<file path="src/rtl/mgmt_arbiter.sv">
// Round-robin arbiter sharing one mgmt bus between two requesters, one transaction
// in flight at a time, with a per-phase watchdog that fakes an error response.
module mgmt_arbiter #(
    parameter int unsigned TIMEOUT  = 255,
    parameter int unsigned CNT_W    = 8,
    parameter logic [31:0] ERR_DATA = 32'hDEAD_BEEF
) (
    input  logic        sys_clk,
    input  logic        sys_setn,

    input  logic        s0_req,
    input  logic [31:0] s0_adr,
    input  logic        s0_rwn,
    input  logic [1:0]  s0_wen,
    input  logic [31:0] s0_txd,
    output logic        s0_ack,
    output logic        s0_rxe,

    input  logic        s1_req,
    input  logic [31:0] s1_adr,
    input  logic        s1_rwn,
    input  logic [1:0]  s1_wen,
    input  logic [31:0] s1_txd,
    output logic        s1_ack,
    output logic        s1_rxe,

    output logic [31:0] s_rxd,

    output logic        mgmt_req,
    output logic [31:0] mgmt_adr,
    output logic        mgmt_rwn,
    output logic [1:0]  mgmt_wen,
    output logic [31:0] mgmt_txd,
    input  logic        mgmt_ack,
    input  logic        mgmt_rxe,
    input  logic [31:0] mgmt_rxd,

    output logic        busy,
    output logic        err,
    output logic        err_id
);

    typedef enum logic [1:0] {IDLE, ADDR, DATA} state_t;

    localparam bit              WDOG_EN  = (TIMEOUT != 0);
    localparam logic [CNT_W-1:0] CNT_LAST = CNT_W'(TIMEOUT - 1);

    state_t           state_q, state_d;
    logic             gnt_q, gnt_d;
    logic             last_q, last_d;
    logic [CNT_W-1:0] cnt_q, cnt_d;
    logic             err_q, err_d;
    logic             err_id_q, err_id_d;

    logic        sel_rwn;
    logic [31:0] sel_adr;
    logic [31:0] sel_txd;
    logic [1:0]  sel_wen;
    logic        tmo;
    logic        ack;
    logic        rxe;

    always_comb begin
        sel_rwn = gnt_q ? s1_rwn : s0_rwn;
        sel_adr = gnt_q ? s1_adr : s0_adr;
        sel_txd = gnt_q ? s1_txd : s0_txd;
        sel_wen = gnt_q ? s1_wen : s0_wen;
    end

    // A real completion always beats the watchdog in the same cycle.
    always_comb begin
        state_d  = state_q;
        gnt_d    = gnt_q;
        last_d   = last_q;
        cnt_d    = cnt_q;
        err_d    = 1'b0;
        err_id_d = err_id_q;
        tmo      = 1'b0;
        ack      = 1'b0;
        rxe      = 1'b0;
        case (state_q)
            IDLE: begin
                if (s0_req || s1_req) begin
                    gnt_d   = (s0_req && s1_req) ? ~last_q : s1_req;
                    state_d = ADDR;
                    cnt_d   = '0;
                end
            end
            ADDR: begin
                tmo = WDOG_EN && !mgmt_ack && (cnt_q == CNT_LAST);
                ack = mgmt_ack || tmo;
                rxe = sel_rwn && ((mgmt_ack && mgmt_rxe) || tmo);
                if (ack) begin
                    last_d  = gnt_q;
                    state_d = (sel_rwn && !rxe) ? DATA : IDLE;
                    cnt_d   = '0;
                end else if (cnt_q != '1) begin
                    cnt_d = cnt_q + 1'b1;
                end
            end
            DATA: begin
                tmo = WDOG_EN && !mgmt_rxe && (cnt_q == CNT_LAST);
                rxe = mgmt_rxe || tmo;
                if (rxe) begin
                    last_d  = gnt_q;
                    state_d = IDLE;
                end else if (cnt_q != '1) begin
                    cnt_d = cnt_q + 1'b1;
                end
            end
            default: state_d = IDLE;
        endcase
        if (tmo) begin
            err_d    = 1'b1;
            err_id_d = gnt_q;
        end
    end

    always_ff @(posedge sys_clk or negedge sys_setn) begin
        if (!sys_setn) begin
            state_q  <= IDLE;
            gnt_q    <= 1'b0;
            last_q   <= 1'b1;
            cnt_q    <= '0;
            err_q    <= 1'b0;
            err_id_q <= 1'b0;
        end else begin
            state_q  <= state_d;
            gnt_q    <= gnt_d;
            last_q   <= last_d;
            cnt_q    <= cnt_d;
            err_q    <= err_d;
            err_id_q <= err_id_d;
        end
    end

    // Downstream bus is parked at a read of address 0 while idle.
    assign mgmt_req = (state_q == ADDR);
    assign mgmt_adr = (state_q == IDLE) ? 32'h0 : sel_adr;
    assign mgmt_rwn = (state_q == IDLE) ? 1'b1  : sel_rwn;
    assign mgmt_wen = (state_q == IDLE) ? 2'b00 : sel_wen;
    assign mgmt_txd = (state_q == IDLE) ? 32'h0 : sel_txd;

    assign s0_ack = ack & ~gnt_q;
    assign s1_ack = ack &  gnt_q;
    assign s0_rxe = rxe & ~gnt_q;
    assign s1_rxe = rxe &  gnt_q;
    assign s_rxd  = tmo ? ERR_DATA : mgmt_rxd;

    assign busy   = (state_q != IDLE);
    assign err    = err_q;
    assign err_id = err_id_q;

endmodule

</file>
<file path="config.mk">
export PLATFORM = sky130hd
export DESIGN_NAME = mgmt_arbiter
export DESIGN_NICKNAME = d
export VERILOG_FILES = /design/src/rtl/mgmt_arbiter.sv
export SDC_FILE = /design/constraint.sdc
export NUM_CORES = 1
export LEC_CHECK = 0
export ABC_AREA = 1
export BUFFER_PORTS_ARGS = -buffer_cell sky130_fd_sc_hd__buf_2
export CAP_MARGIN = 15
export CORE_AREA = 2 2 107 109
export CTS_BUF_LIST = sky130_fd_sc_hd__clkbuf_16
export CTS_CLUSTER_DIAMETER = 40
export DETAILED_ROUTE_END_ITERATION = 6
export DIE_AREA = 0 0 109 111
export PLACE_DENSITY = 0.63
export SLEW_MARGIN = 20
export SYNTH_ARGS = -nofsm -noshare
export SYNTH_HDL_FRONTEND = slang
export SYNTH_SLANG_ARGS = --single-unit
</file>
<file path="constraint.sdc">
create_clock -name sys_clk -period 2.77 [get_ports sys_clk]
set_input_delay 0.554 -clock sys_clk [delete_from_list [all_inputs] [get_ports sys_clk]]
set_output_delay 0.554 -clock sys_clk [all_outputs]
set_load 0.02 [all_outputs]
</file>
# Word level (Yosys, flattened, before mapping)
# Cells that the tools add are included.
totals:
  regBits: 14
  inputBits: 172
  out_inout_bits: 107
  wordCells: 69
op_classes:
  addsub: 1
  eq_ne: 8
  mux: 27
  bitwise: 6
  n_reduce_logical: 21
ops:
  columns: ["cell", "count"]
  rows:
  - ["2-to-1 mux 32 bit", 5]
  - ["2-to-1 mux 8 bit", 4]
  - ["case mux 8 bit (3 select lines)", 1]
  - ["2-to-1 mux 2 bit", 6]
  - ["AND reduction 3 bit", 3]
  - ["adder 8 x 1 -> 8 bit (second input constant)", 1]
  - ["== test 8 bit (second input constant)", 1]
  - ["inequality test 8 bit (second input constant)", 1]
  - ["2-to-1 mux 1 bit", 7]
  - ["logical AND 1 bit", 6]
  - ["inequality test 2 bit (second input constant)", 3]
  - ["case mux 1 bit (2 select lines)", 3]
  - ["case mux 2 bit (3 select lines)", 1]
  - ["bitwise AND 1 bit", 4]
  - ["logical OR 1 bit", 4]
  - ["nonzero test 2 bit", 2]
  - ["zero test 1 bit", 3]
  - ["nonzero test 3 bit", 1]
  - ["== test 2 x 1 -> 1 bit (second input constant)", 1]
  - ["== test 2 bit (second input constant)", 1]
  - ["zero test 2 bit", 1]
  - ["inequality test 2 x 1 -> 1 bit (second input constant)", 1]
  - ["inverter 1 bit", 2]
  - ["AND reduction 2 bit", 1]

# Depth between registers and ports, before layout
logic_depth:
  word_depth: 9
  depth_mapped: 11
  depth_no_buf: 11

# Worst setup path after synthesis
# No wires, ideal clock.
synth_timing:
  path_kind: "register to output"
  start: "reg state_q[0]"
  end: "out mgmt_txd[23]"
  arrival_ns: 1.607
  t_required_ns: 2.216
  slack_ns: 0.609
  stages_incl_launch_ff: 7
  n_path_buf: 1
  path_cell_list: "dfrtp_1 > inv_1 > ha_1 > inv_1 > clkbuf_1 > o21ai_0 > nor2_1"
synth_between:
  elab_chain_len: 2
synth_rtl:
  columns: ["item", "line_no", "rtl"]
  rows:
  - ["start, declared", "48", "state_t state_q, state_d;"]
  - ["start signal, assigned", "128", "state_q <= state_d;"]
  - ["zero test 2 bit", "142", "assign mgmt_txd = (state_q == IDLE) ? 32'h0 : sel_txd;"]
  - ["2-to-1 mux 32 bit", "142", null]
  - ["end, declared", "33", "output logic [31:0] mgmt_txd,"]
# Every way passes these cells.

# Worst setup path after layout
layout_timing:
  start: "reg state_q[0]"
  end: "out s_rxd[5]"
layout_between:
  elab_chain_len: 3
  elab_cells_between_ends: 4
  cone_classes: "eq/ne: 2; mux: 2"
layout_rtl:
  columns: ["item", "line_no", "rtl"]
  rows:
  - ["== test 2 bit / == test 2 x 1 -> 1 bit (equally long branches)", "81", "case (state_q)"]
  - ["case mux 1 bit (2 select lines) (*)", "81", null]
  - ["2-to-1 mux 32 bit (*)", "148", "assign s_rxd = tmo ? ERR_DATA : mgmt_rxd;"]
  - ["end, declared", "27", "output logic [31:0] s_rxd,"]
# Every way passes the cells marked *; elsewhere a longest branch is shown, timed or not.

==> results.toml <==
[timing]
period_share_pct = 90.8
max_freq_mhz = 398
setup_violations = 0
clock_skew_ps = 4.79
rsz0062_at_grt = "no"
fin_crit_ps = 2510
hold_viol = 0
finalMaxSlewViolations = 0
worst_slew_pin_slew_ps = 410
setup_ws_ps = 256
max_slew_margin_pct = 72.7
setup_tns_ps = 0

[layout]
drive_gt1_share_pct = 45.2
multiInputGateArea_um2 = 1590
fillers = 1220
area_growth_syn_to_layout_pct = 72.9
finalNonFillerCells = 815
ff_latch_area_um2 = 353
nets = 851
num_antenna_cells = 0
fin_util_pct = 34.0

[clocking]
postCtsSetupBuffers = 0
clk_latency_ps = 250
cts_buffer_depth = 2
cts_root_buffer = "clkbuf_16"
cts_tree = "yes"
clkTransAtPathRegs_ps = 50
cts_buffers = 3
cts-resized-gates = 0
cts_max_level = 1
cts_hold_buf = 0
clock-sinks = 14

[setup_path]
cp_max_fo = 35
reg2reg_slack_ps = 1120
critical-path-top-delay-family = "simple AND/OR/NAND/NOR gates"
critPathRequiredTime_ps = 2220
ff2ff_path_depth = 8
reg2reg_to = "err_id"
worst_ep_arrival_time_ps = 1960
crit_path_max_incr_delay_ps = 400
cp-end-kind = "output pin"
r2r-start = "state_q[0]"
crit_buf_inv = 3
critPathLaunch = "state_q[0]"
path_class = "reg -> out"
crit_chain = "inv_1 > ha_1 > inv_2 > o22ai_2 > nand2_2 > nor2_8 > or2_1 > buf_2"
cpMaxStageDelayCell = "dfrtp_1"
crit_path_start_kind = "flip-flop"
critical_path_depth = 8

[synthesis]
yosysUniqueCellTypes = 28
ys_seq_area_share_pct = 16.1
ys_ff_latch = 14
syn-num-nets = 587
netlist_area_um2 = 2180
synthCells = 409
synth_warnings = 0
avgSynthCellArea_um2 = 5.33

[detailed_routing]
antenna_left = 0
first_iter_violations = 243
wl_per_cell_um = 11.6
via_per_inst = 4.10
dr_total_vias = 3344
wl_um = 9470
drt_pass1_iterations = 4
drc = 0

[place]
hpwl_um = 7750
dpl.cell_count = 811
io_buffers = 278
dp_slack_ps = 514
gp_congestion = 0.876

[floorplan]
chipWidth_um = 109
initial_core_util_pct = 19.7
io_pins = 279
die_area_um2 = 12100
die_h_um = 111
core.rowCount = 39
coreArea_um2 = 11100

[power]
ir_worst_vdd_v = 0.000603
cellLeakagePower_nw = 2.33
cellPowerDensity_nw_per_um2 = 1030

[global_routing]
grt_start_max_net_pins = 53
grt_pass1_vias = 2842
grt_pass1_wl_um = 14000
grt_util_all_layers_pct = 14.2
grt_overflow = 0
antenna_found_initial = 0

[hold_path]
hp-class = "in -> async"

[run_status]
status = "finished clean"

[run]
maxCapViolCount = 0
[worst max path at each step]
stage / to / slack [ps]
after floorplan: mgmt_txd[23] / 610
after global placement: s_rxd[6] / 560
after detailed placement: s_rxd[5] / 510
after CTS: s_rxd[19] / 250
after global routing: s_rxd[5] / 120
final: s_rxd[5] / 260
[registers in the layout (all words and copies together) (netlist names)]
register	flops
cnt_q	8
err	1
err_id	1
gnt_q	1
last_q	1
state_q	2
[stage by stage]
step / instance area [µm²] / hold WS [ps] / power [mW]
after floorplan: 2180 / 258 / 2.51
after global placement: 3690 / 472 / 3.63
after global routing: 3770 / 234 / 4.24
final: 3770 / 200 / 3.86
after detailed placement: 3690 / 475 / 3.63
after CTS: 3770 / 224 / 3.92
[synthesized netlist by cell type]
master    number  share of area, %
a21oi_2        2              0.80
nor2_2         1              0.29
inv_1         28               4.8
ha_1           6               3.4
clkbuf_1      13               2.2
nor3_1         2              0.46
nand3_1       17               3.9
o21bai_1       1              0.34
or2_1         24               6.9
nor2_4         1              0.52
a21oi_1        1              0.23
nand4_1        2              0.57
buf_6          1              0.52
o21ai_0       71                16
buf_4          2              0.69
a21boi_4       1              0.86
nand3_2        1              0.46
nand2_2        2              0.57
dfrtp_1       13                15
nand2_1       52               9.0
nor2_1       148                26
nor2_8         1              0.92
dfstp_2        1               1.2
nand2_4        1              0.52
o21ai_1        3              0.69
buf_2          9               2.1
o22ai_2        1              0.57
inv_2          4              0.69
[power by group]
group          switching, mW  leakage (nW)  total [mW]  internal (mW)
Sequential            0.0610         0.185       0.316          0.255
Clock                 0.0881        0.0423       0.279          0.191
Combinational           2.22          2.10        3.27           1.05
[cells in the final DEF, fill, tap and decap left out, types with 2 or more instances in the layout]
cell       Yosys  final
inv_2          4      4
nand2_1       52     52
nand2_2        2      2
nand3_1       17     17
clkbuf_16      0      3
buf_2          9    278
o21ai_0       71     71
ha_1           6      6
or2_1         24     24
nor3_1         2      2
nor2_1       148    148
o21ai_1        3      3
nand4_1        2      2
a21oi_2        2      2
dfrtp_1       13     12
buf_4          2      5
inv_1         28     28
[kinds of logic after synthesis]
| group | share of synthesized area (%) |
|---|---|
| AO/OA/AOI/OAI | 19.8 |
| adder cells (fa/ha/maj) | 3.45 |
| flip-flops | 16.1 |
| buffers and inverters | 11.0 |
| AND/OR/NAND/NOR | 49.6 |
[routing by layer]
layer | global-route usage [%] | part of all wire (%)
met1 | 17.8 | 41
met2 | 25.7 | 50
met3 | 2.00 | 7.4
met4 | 2.22 | 1.2
met5 | 0 | 0
[layout make-up]
cell class                      instances  area share [%]
Multi-Input combinational cell        338            42.1
Timing Repair Buffer                  284            38.5
Sequential cell                        14            9.37
Tap cell                              143            4.75
Inverter                               32            3.19
Clock buffer                            3            1.99
Clock inverter                          1          0.0997
No activity file was read; power rests on OpenSTA's default activity.
